File: src/rtl/ksa_pkg.sv
// Shared types and constants for the RC4 brute-force key search:
// controller state encoding, plaintext character bounds and key width.
package ksa_pkg;

    localparam int KEY_W = 24;

    localparam logic [7:0] ASCII_LO = 8'h61;
    localparam logic [7:0] ASCII_HI = 8'h7A;
    localparam logic [7:0] ASCII_SP = 8'h20;

    typedef enum logic [2:0] {
        IDLE     = 3'd0,
        LAUNCH   = 3'd1,
        WAIT_RC4 = 3'd2,
        SCAN     = 3'd3,
        DECIDE   = 3'd4,
        NEXT_KEY = 3'd5,
        FOUND    = 3'd6,
        FAIL     = 3'd7
    } cracker_state_t;

    // A candidate plaintext may contain only lowercase letters and spaces.
    function automatic logic is_plain_byte(input logic [7:0] b);
        return ((b >= ASCII_LO) && (b <= ASCII_HI)) || (b == ASCII_SP);
    endfunction

endpackage

File: src/rtl/key_cracker_scan.sv
// Decrypted-message scanner: walks DM addresses 0..MSG_LEN-1 while go_i is high,
// checks each byte on its return cycle and keeps a running all-valid flag.
module key_cracker_scan
    import ksa_pkg::*;
#(
    parameter int MSG_LEN = 32
) (
    input  logic       clk,
    input  logic       reset_n,
    input  logic       go_i,
    input  logic [7:0] dm_rddata_i,
    output logic [7:0] addr_o,
    output logic       done_o,
    output logic       ok_o,
    output logic       abort_o
);

    localparam int               CNT_W     = $clog2(MSG_LEN + 1);
    localparam logic [CNT_W-1:0] CNT_END   = CNT_W'(MSG_LEN);
    localparam logic [7:0]       LAST_ADDR = 8'(MSG_LEN - 1);

    logic [CNT_W-1:0] cnt_q, cnt_d;
    logic             pend_q, pend_d;
    logic             all_ok_q, all_ok_d;
    logic             issue;
    logic             byte_ok;

    assign issue   = go_i && (cnt_q != CNT_END);
    assign byte_ok = is_plain_byte(dm_rddata_i);

    // Dropping go_i re-arms the scanner, so every SCAN entry starts at address 0
    // with all_ok set and nothing in flight.
    always_comb begin
        cnt_d    = cnt_q;
        pend_d   = 1'b0;
        all_ok_d = all_ok_q;
        if (!go_i) begin
            cnt_d    = '0;
            all_ok_d = 1'b1;
        end else begin
            pend_d = issue;
            if (issue) begin
                cnt_d = cnt_q + CNT_W'(1);
            end
            if (pend_q && !byte_ok) begin
                all_ok_d = 1'b0;
            end
        end
    end

    always_ff @(posedge clk or negedge reset_n) begin
        if (!reset_n) begin
            cnt_q    <= '0;
            pend_q   <= 1'b0;
            all_ok_q <= 1'b1;
        end else begin
            cnt_q    <= cnt_d;
            pend_q   <= pend_d;
            all_ok_q <= all_ok_d;
        end
    end

    // The last address is held through the data-latency cycle.
    assign addr_o  = (cnt_q != CNT_END) ? 8'(cnt_q) : LAST_ADDR;
    assign done_o  = go_i && pend_q && !issue;
    assign ok_o    = all_ok_q;
    assign abort_o = go_i && pend_q && !byte_ok;

endmodule

File: src/rtl/key_cracker.sv
// Brute-force RC4 key search controller: launches the RC4 chain per candidate,
// scans the decrypted message and stops on a plaintext hit. Build option:
// KEY_CRACKER_EARLY_ABORT_EN ends a scan at the first invalid byte.
module key_cracker
    import ksa_pkg::*;
#(
    parameter int               MSG_LEN   = 32,
    parameter logic [KEY_W-1:0] KEY_START = 24'h000000,
    parameter logic [KEY_W-1:0] KEY_MAX   = 24'h3FFFFF
) (
    input  logic             clk,
    input  logic             reset_n,
    input  logic             start,
    output logic [KEY_W-1:0] key,
    output logic             rc4_start,
    input  logic             rc4_done,
    output logic             dm_sel,
    output logic [7:0]       dm_addr,
    input  logic [7:0]       dm_rddata,
    output logic             busy,
    output logic             found,
    output logic             failed
);

    cracker_state_t   state_q, state_d;
    logic [KEY_W-1:0] key_q, key_d;
    logic             done_q;
    logic             done_rise;

    logic             scan_go;
    logic [7:0]       scan_addr;
    logic             scan_done;
    logic             scan_ok;
    logic             scan_abort;
    logic             scan_end;

    // Only a fresh rising edge of the decrypt flag counts; a level left over
    // from the previous run is ignored.
    assign done_rise = rc4_done && !done_q;
    assign scan_go   = (state_q == SCAN);

    key_cracker_scan #(
        .MSG_LEN(MSG_LEN)
    ) u_scan (
        .clk        (clk),
        .reset_n    (reset_n),
        .go_i       (scan_go),
        .dm_rddata_i(dm_rddata),
        .addr_o     (scan_addr),
        .done_o     (scan_done),
        .ok_o       (scan_ok),
        .abort_o    (scan_abort)
    );

`ifdef KEY_CRACKER_EARLY_ABORT_EN
    assign scan_end = scan_done || scan_abort;
`else
    logic unused_scan_abort;
    assign unused_scan_abort = scan_abort;
    assign scan_end          = scan_done;
`endif

    always_comb begin
        state_d = state_q;
        key_d   = key_q;
        unique case (state_q)
            IDLE: begin
                if (start) begin
                    state_d = LAUNCH;
                end
            end
            LAUNCH: begin
                state_d = WAIT_RC4;
            end
            WAIT_RC4: begin
                if (done_rise) begin
                    state_d = SCAN;
                end
            end
            SCAN: begin
                if (scan_end) begin
                    state_d = DECIDE;
                end
            end
            DECIDE: begin
                state_d = scan_ok ? FOUND : NEXT_KEY;
            end
            NEXT_KEY: begin
                // The range ends at KEY_MAX; the counter never wraps.
                if (key_q == KEY_MAX) begin
                    state_d = FAIL;
                end else begin
                    key_d   = key_q + KEY_W'(1);
                    state_d = LAUNCH;
                end
            end
            FOUND: begin
                state_d = FOUND;
            end
            FAIL: begin
                state_d = FAIL;
            end
            default: begin
                state_d = IDLE;
            end
        endcase
    end

    always_ff @(posedge clk or negedge reset_n) begin
        if (!reset_n) begin
            state_q <= IDLE;
            key_q   <= KEY_START;
            done_q  <= 1'b0;
        end else begin
            state_q <= state_d;
            key_q   <= key_d;
            done_q  <= rc4_done;
        end
    end

    // Outputs decode straight from state so dm_sel drops the cycle SCAN is left.
    assign key       = key_q;
    assign rc4_start = (state_q == LAUNCH);
    assign dm_sel    = scan_go;
    assign dm_addr   = dm_sel ? scan_addr : 8'h00;
    assign busy      = (state_q != IDLE) && (state_q != FOUND) && (state_q != FAIL);
    assign found     = (state_q == FOUND);
    assign failed    = (state_q == FAIL);

endmodule

File: config.mk
export PLATFORM = sky130hd
export DESIGN_NAME = key_cracker
export DESIGN_NICKNAME = d
export VERILOG_FILES = /design/src/rtl/ksa_pkg.sv /design/src/rtl/key_cracker_scan.sv /design/src/rtl/key_cracker.sv
export SDC_FILE = /design/constraint.sdc
export NUM_CORES = 1
export LEC_CHECK = 0
export BUFFER_PORTS_ARGS = -buffer_cell sky130_fd_sc_hd__buf_2
export CAP_MARGIN = 20
export CORE_ASPECT_RATIO = 0.75
export CORE_MARGIN = 2
export CORE_UTILIZATION = 35
export CTS_CLUSTER_DIAMETER = 30
export CTS_CLUSTER_SIZE = 10
export DETAILED_ROUTE_END_ITERATION = 8
export PLACE_DENSITY = 0.61
export SLEW_MARGIN = 15
export SYNTH_ARGS = -nofsm -noshare
export SYNTH_HDL_FRONTEND = slang
export SYNTH_HIERARCHICAL = 1
export SYNTH_SLANG_ARGS = --single-unit
File: constraint.sdc
create_clock -name clk -period 3.3 [get_ports clk]
set_input_delay 0.825 -clock clk [delete_from_list [all_inputs] [get_ports clk]]
set_output_delay 0.825 -clock clk [all_outputs]
set_load 0.02 [all_outputs]
==> summary.md, run 1 <==
| Metric | Value |
|---|---|
| Sequential cell area | `902 um2` |
| Htree depth | `2` |
| Clock share of power | `29.4%` |
| Commonest cells after routing, fill and taps aside | `buf_2, dfrtp_1, xnor2_1` |
| Vias per inst | `4.72` |
| First-pass GRT wire length | `6480 um` |
| Buffers & Inverters on Critical Path | `1` |
| Largest delay share family, worst path | `simple AND/OR/NAND/NOR gates` |
| Syn Std Cell Area | `0.00197 mm2` |
| Post-CTS Resized | `0` |
| RSZ-0062 raised after global routing | `false` |
| Clk buf depth | `2` |
| Kind of critical path | `register to output pin` |
| Tmin final | `2.87 ns` |
| TritonCTS buffer count | `5` |
| Core Region | `0.00538 mm2` |
| Cell row count | `23` |
| Status | `finished clean` |
| Power Internal | `755 uW` |
| Flop pwr share | `48.3%` |
| Final Hold Vio Count | `0` |
| Layout area overhead | `19.3%` |
| Hold WS | `0.425 ns` |
| ANT nets after route | `0` |
| Setup tns final | `0 ns` |
| Reg clk slew, reported paths | `0.07 ns` |
| CP max-delay cell | `nor4b_1` |
| Routed via count | `1507` |
| Multi-input logic area | `998 um2` |
| Setup crit start kind | `register` |
| Routability cong. | `0.749` |
| PortBufs | `46` |
| I/O pins | `49` |
| Slew Viols, Final | `0` |
| Highest Clock Rate | `348 MHz` |
| Comb pwr share | `22.3%` |
| Initial antenna violation count | `0` |
| R2R Path End | `state_q[1]` |
| Postcts setup bufs | `0` |
| WP data arrival | `2.05 ns` |
| Syn avg cell area | `9.98 um2` |
| CTS tree | `built` |
| Reg2reg path depth | `7` |
| Most used cell, CP | `and2_1` |
| DRC Markers | `0` |
| Die H | `68.9 um` |
| Hold Buf Count CTS | `0` |
| Largest net degree at the start of global routing | `37` |
| Crit path to | `dm_addr[5]` |
| Fillcell total | `541` |
| Crit path depth | `5` |
| DRT iter0 DRCs | `69` |
| Crit. End Element | `output pin` |
| R2r startpoint | `u_scan/cnt_q[3]` |
| WL per Instance | `12.3 um` |
| Sw Ratio | `30.1%` |
| Switching pwr | `324 uW` |
| Cell count after synthesis | `197` |
| Hold_sp | `u_scan/pend_q` |
| Crit. Startpoint | `u_scan/cnt_q[3]` |
| Clk_skew | `0.00403 ns` |
| Most common cell after layout, fill and taps aside | `buf_2` |
| Fin nets | `258` |
| Slew headroom | `46.8%` |
| CTS root buf | `clkbuf_8` |
| CTS Sinks | `36` |
| Critical path's largest stage delay | `0.48 ns` |
| Worst Path Required | `2.47 ns` |
| Inserted Diodes | `0` |
| Pwr/cell area | `460 mW/mm2` |
| Total Wirelength | `3920 um` |
| GR Util All Layers | `13.2%` |
| Crit share post-route | `87.1%` |
| Ordered list of cells on the worst path | `nor4b_1 > nand2_1 > and2_1 > and2_1 > buf_2` |
| Leakage | `1.16 nW` |
| DIE AREA | `0.00624 mm2` |
| Max_cap viols | `0` |
| Share of cells above drive strength 1 | `27.0%` |
| Worst Hold Class | `register to register` |
| Peak VDD IR | `127 uV` |
| Yosys warnings | `6` |
| First-pass DRT Iterations | `4` |
| Worst skew pair latency | `0.28 ns` |
| Initial core utilization | `36.5%` |
| Die outline width | `90.5 um` |
| # setup viols final | `0` |
| Vias in the first global route | `1375` |
| Hpwl dp | `2860 um` |
| Critical-path maximum fanout | `11` |
| Overflow after GRT | `0` |
| Slew @ Worst Pin | `0.798 ns` |
| Worst R2R Setup Slack | `1.26 ns` |
## worst register-to-register path: stages (launching register included)
cell and delay [ns]:
dfrtp_1 0.43, nor4b_1 0.48, nand2_1 0.34, nor2_1 0.28
nand3_1 0.10, o21a_1 0.12, o32ai_1 0.12, nor2_1 0.07
## power by group through the flow
| stage | Clock (mW) | Sequential (mW) | Combinational (mW) |
|---|---|---|---|
| finish | 0.317 | 0.521 | 0.241 |
| global route | 0.359 | 0.527 | 0.270 |
| CTS | 0.333 | 0.520 | 0.245 |
| detailed placement | 0 | 0.529 | 0.244 |
| global placement | 0 | 0.529 | 0.244 |
| floorplan | 0 | 0.514 | 0.183 |
## worst min-delay path by stage
stage	to	slack (ns)	cells past startpoint
after floorplan	u_scan/ok_o	0.41	1
after global placement	u_scan/ok_o	0.42	1
after detailed placement	u_scan/ok_o	0.42	1
after CTS	u_scan/ok_o	0.43	1
after global routing	u_scan/ok_o	0.46	1
final	u_scan/ok_o	0.43	1
## metal layers
layer	GRT usage (%)	share of wire, %	wire (um)	vias up
li1	-	-	-	782
met1	18.8	53	2070	690
met2	19.0	42	1640	27
met3	3.70	4.0	155	8
met4	5.19	1.5	59	0
met5	0	0	0	-
## flip-flops by register name, indices dropped and copies added, names as in the netlist
register       count
key               24
u_scan/cnt_q       6
state_q            3
done_q             1
u_scan/ok_o        1
u_scan/pend_q      1
## metrics by stage
| stage | utilization [%] | power (mW) | area, um2 | setup WS, ns | std cells |
|---|---|---|---|---|---|
| 3_5_place_dp | 41.9 | 0.772 | 2250 | 0.743 | 311 |
| 5_1_grt | 43.6 | 1.16 | 2340 | 0.285 | 319 |
| 4_1_cts | 43.6 | 1.10 | 2340 | 0.413 | 319 |
| 6_report | 43.6 | 1.08 | 2340 | 0.427 | 319 |
| 3_3_place_gp | 41.9 | 0.772 | 2250 | 0.904 | 311 |
| 2_1_floorplan | - | 0.698 | 1970 | 1.06 | 198 |
## area by class of cell
| cell class | instances | share of cell area [%] |
|---|---|---|
| Clock buffer | 8 | 3.84 |
| Inverter | 6 | 0.961 |
| Multi-Input combinational cell | 147 | 42.6 |
| Sequential cell | 36 | 38.5 |
| Tap cell | 75 | 4.00 |
| Timing Repair Buffer | 47 | 10.1 |
Power figures use the tool's default switching activity.
==> run 2: changes to the inputs <==
--- a/config.mk
+++ b/config.mk
@@ -5,6 +5,7 @@
 export SDC_FILE = /design/constraint.sdc
 export NUM_CORES = 1
 export LEC_CHECK = 0
+export ABC_AREA = 1
 export BUFFER_PORTS_ARGS = -buffer_cell sky130_fd_sc_hd__buf_2
 export CAP_MARGIN = 20
 export CORE_ASPECT_RATIO = 0.75
@@ -13,7 +14,8 @@
 export CTS_CLUSTER_DIAMETER = 30
 export CTS_CLUSTER_SIZE = 10
 export DETAILED_ROUTE_END_ITERATION = 8
-export PLACE_DENSITY = 0.61
+export PLACE_DENSITY = 0.6
+export SKIP_LAST_GASP = 1
 export SLEW_MARGIN = 15
 export SYNTH_ARGS = -nofsm -noshare
 export SYNTH_HDL_FRONTEND = slang
==> summary.md, run 2 <==
| Metric | Value |
|---|---|
| Dpl cell area | `0.00273 mm2` |
| Number of flip-flops in the largest register | `24` |
| Comb pwr share | `36.4%` |
| Reg clk slew, reported paths | `0.08 ns` |
| Die outline width | `101 um` |
| Utilization after layout | `41.4%` |
| Max_cap viols | `0` |
| Flop pwr share | `40.7%` |
| Syn Std Cell Area | `0.00245 mm2` |
| Die H | `76.4 um` |
| Most Crowded Layer GR | `met1` |
| Cell row count | `26` |
| Final Hold Vio Count | `0` |
| Clk_skew | `0.00678 ns` |
| Vias in the first global route | `2073` |
| Sw Ratio | `43.0%` |
| Cell count after synthesis | `376` |
| Crit. End Element | `output pin` |
| Share of cells above drive strength 1 | `17.0%` |
| Clock share of power | `22.9%` |
| Slew @ Worst Pin | `0.842 ns` |
| Setup crit start kind | `register` |
| Initial antenna violation count | `0` |
| TritonCTS buffer count | `5` |
| CTS root buf | `clkbuf_8` |
| GR Util met3 | `2.94%` |
| Critical-path maximum fanout | `10` |
| Routability cong. | `0.913` |
| Most common cell after layout, fill and taps aside | `nand2_1` |
| Worst Path Required | `2.47 ns` |
| CTS Sinks | `36` |
| First-pass GRT wire length | `10000 um` |
| Peak VDD IR | `169 uV` |
| Layout area overhead | `15.0%` |
| Total Wirelength | `5820 um` |
| Power Internal | `809 uW` |
| Fin nets | `438` |
| Postcts setup bufs | `0` |
| ANT nets after route | `0` |
| RSZ-0062 raised after global routing | `false` |
| Routed via count | `2324` |
| Hold Buf Count CTS | `0` |
| First-pass DRT Iterations | `4` |
| # setup viols final | `0` |
| Setup tns final | `0 ns` |
| Leakage | `1.46 nW` |
| WL per Instance | `11.5 um` |
| Clk buf depth | `2` |
| Grt met2 use | `22.9%` |
| Initial core utilization | `36.0%` |
| Htree depth | `2` |
| Switching pwr | `610 uW` |
| Post-CTS Resized | `0` |
| Hpwl dp | `4320 um` |
| GR Util All Layers | `16.3%` |
| Inserted Diodes | `0` |
| I/O pins | `49` |
| Commonest cells after routing, fill and taps aside | `nand2_1, nor2_1, buf_2` |
| Core Region | `0.00680 mm2` |
| Tmin final | `2.61 ns` |
| Post-route cell area | `0.00281 mm2` |
| DRC Markers | `0` |
| Yosys warnings | `6` |
| Slew headroom | `43.9%` |
| Routing usage on met1 | `24.7%` |
| Worst Hold Class | `register to register` |
| Crit share post-route | `79.0%` |
| Syn avg cell area | `6.51 um2` |
| Slew Viols, Final | `0` |
| DRT iter0 DRCs | `142` |
| Highest Clock Rate | `384 MHz` |
| Pwr/cell area | `504 mW/mm2` |
| Kind of critical path | `register to output pin` |
| Vias per inst | `4.57` |
| Largest net degree at the start of global routing | `37` |
| Status | `finished clean` |
| DIE AREA | `0.00768 mm2` |
| PortBufs | `46` |
| Worst skew pair latency | `0.30 ns` |
| Overflow after GRT | `0` |
| CTS tree | `built` |
| WP data arrival | `1.78 ns` |
run 2: power groups by stage:
stage	registers [mW]	clock network [mW]	logic (mW)
6_report	0.578	0.325	0.516
5_1_grt	0.590	0.359	0.586
4_1_cts	0.576	0.338	0.521
2_1_floorplan	0.585	0	0.397
3_3_place_gp	0.580	0	0.516
3_5_place_dp	0.585	0	0.518
run 2: area by class of cell:
class                           instances  area [um2]
Clock buffer                            5        68.8
Clock inverter                          3        18.8
Fill cell                             731        3990
Inverter                               48         181
Multi-Input combinational cell        285        1300
Sequential cell                        36         902
Tap cell                               84         105
Timing Repair Buffer                   47         238
run 2: worst paths after layout:
kind / start / endpoint / slack, ns / cells after the start
min reg2reg: u_scan/pend_q / u_scan/ok_o / 0.50 / 3
max in group asynchronous: reset_n / done_q / 2.15 / 1
min in group asynchronous: reset_n / key[0] / 0.62 / 1
max reg2reg: state_q[2] / state_q[2] / 1.43 / 10
max: state_q[2] / dm_addr[5] / 0.69 / 4
min: u_scan/pend_q / u_scan/ok_o / 0.50 / 3
run 2: worst max-delay path, stage by stage (launching register included):
cell	delay, ns
dfrtp_1	0.48
nor2_1	0.45
inv_1	0.25
nor2_1	0.13
buf_2	0.17
run 2: per-stage QoR:
step	std cells	hold WS, ns	power (mW)	worst slack [ns]
2_1_floorplan	377	0.461	0.982	0.873
3_3_place_gp	500	0.489	1.10	1.11
3_5_place_dp	500	0.486	1.10	1.02
4_1_cts	508	0.504	1.44	0.694
5_1_grt	508	0.537	1.53	0.512
6_report	508	0.501	1.42	0.693
run 2: metal layers:
| layer | share of wire (%) | vias to the layer above |
|---|---|---|
| met5 | 0 | - |
| met4 | 1.8 | 0 |
| met3 | 5.7 | 10 |
| met2 | 41 | 55 |
| met1 | 52 | 1030 |
| li1 | - | 1229 |
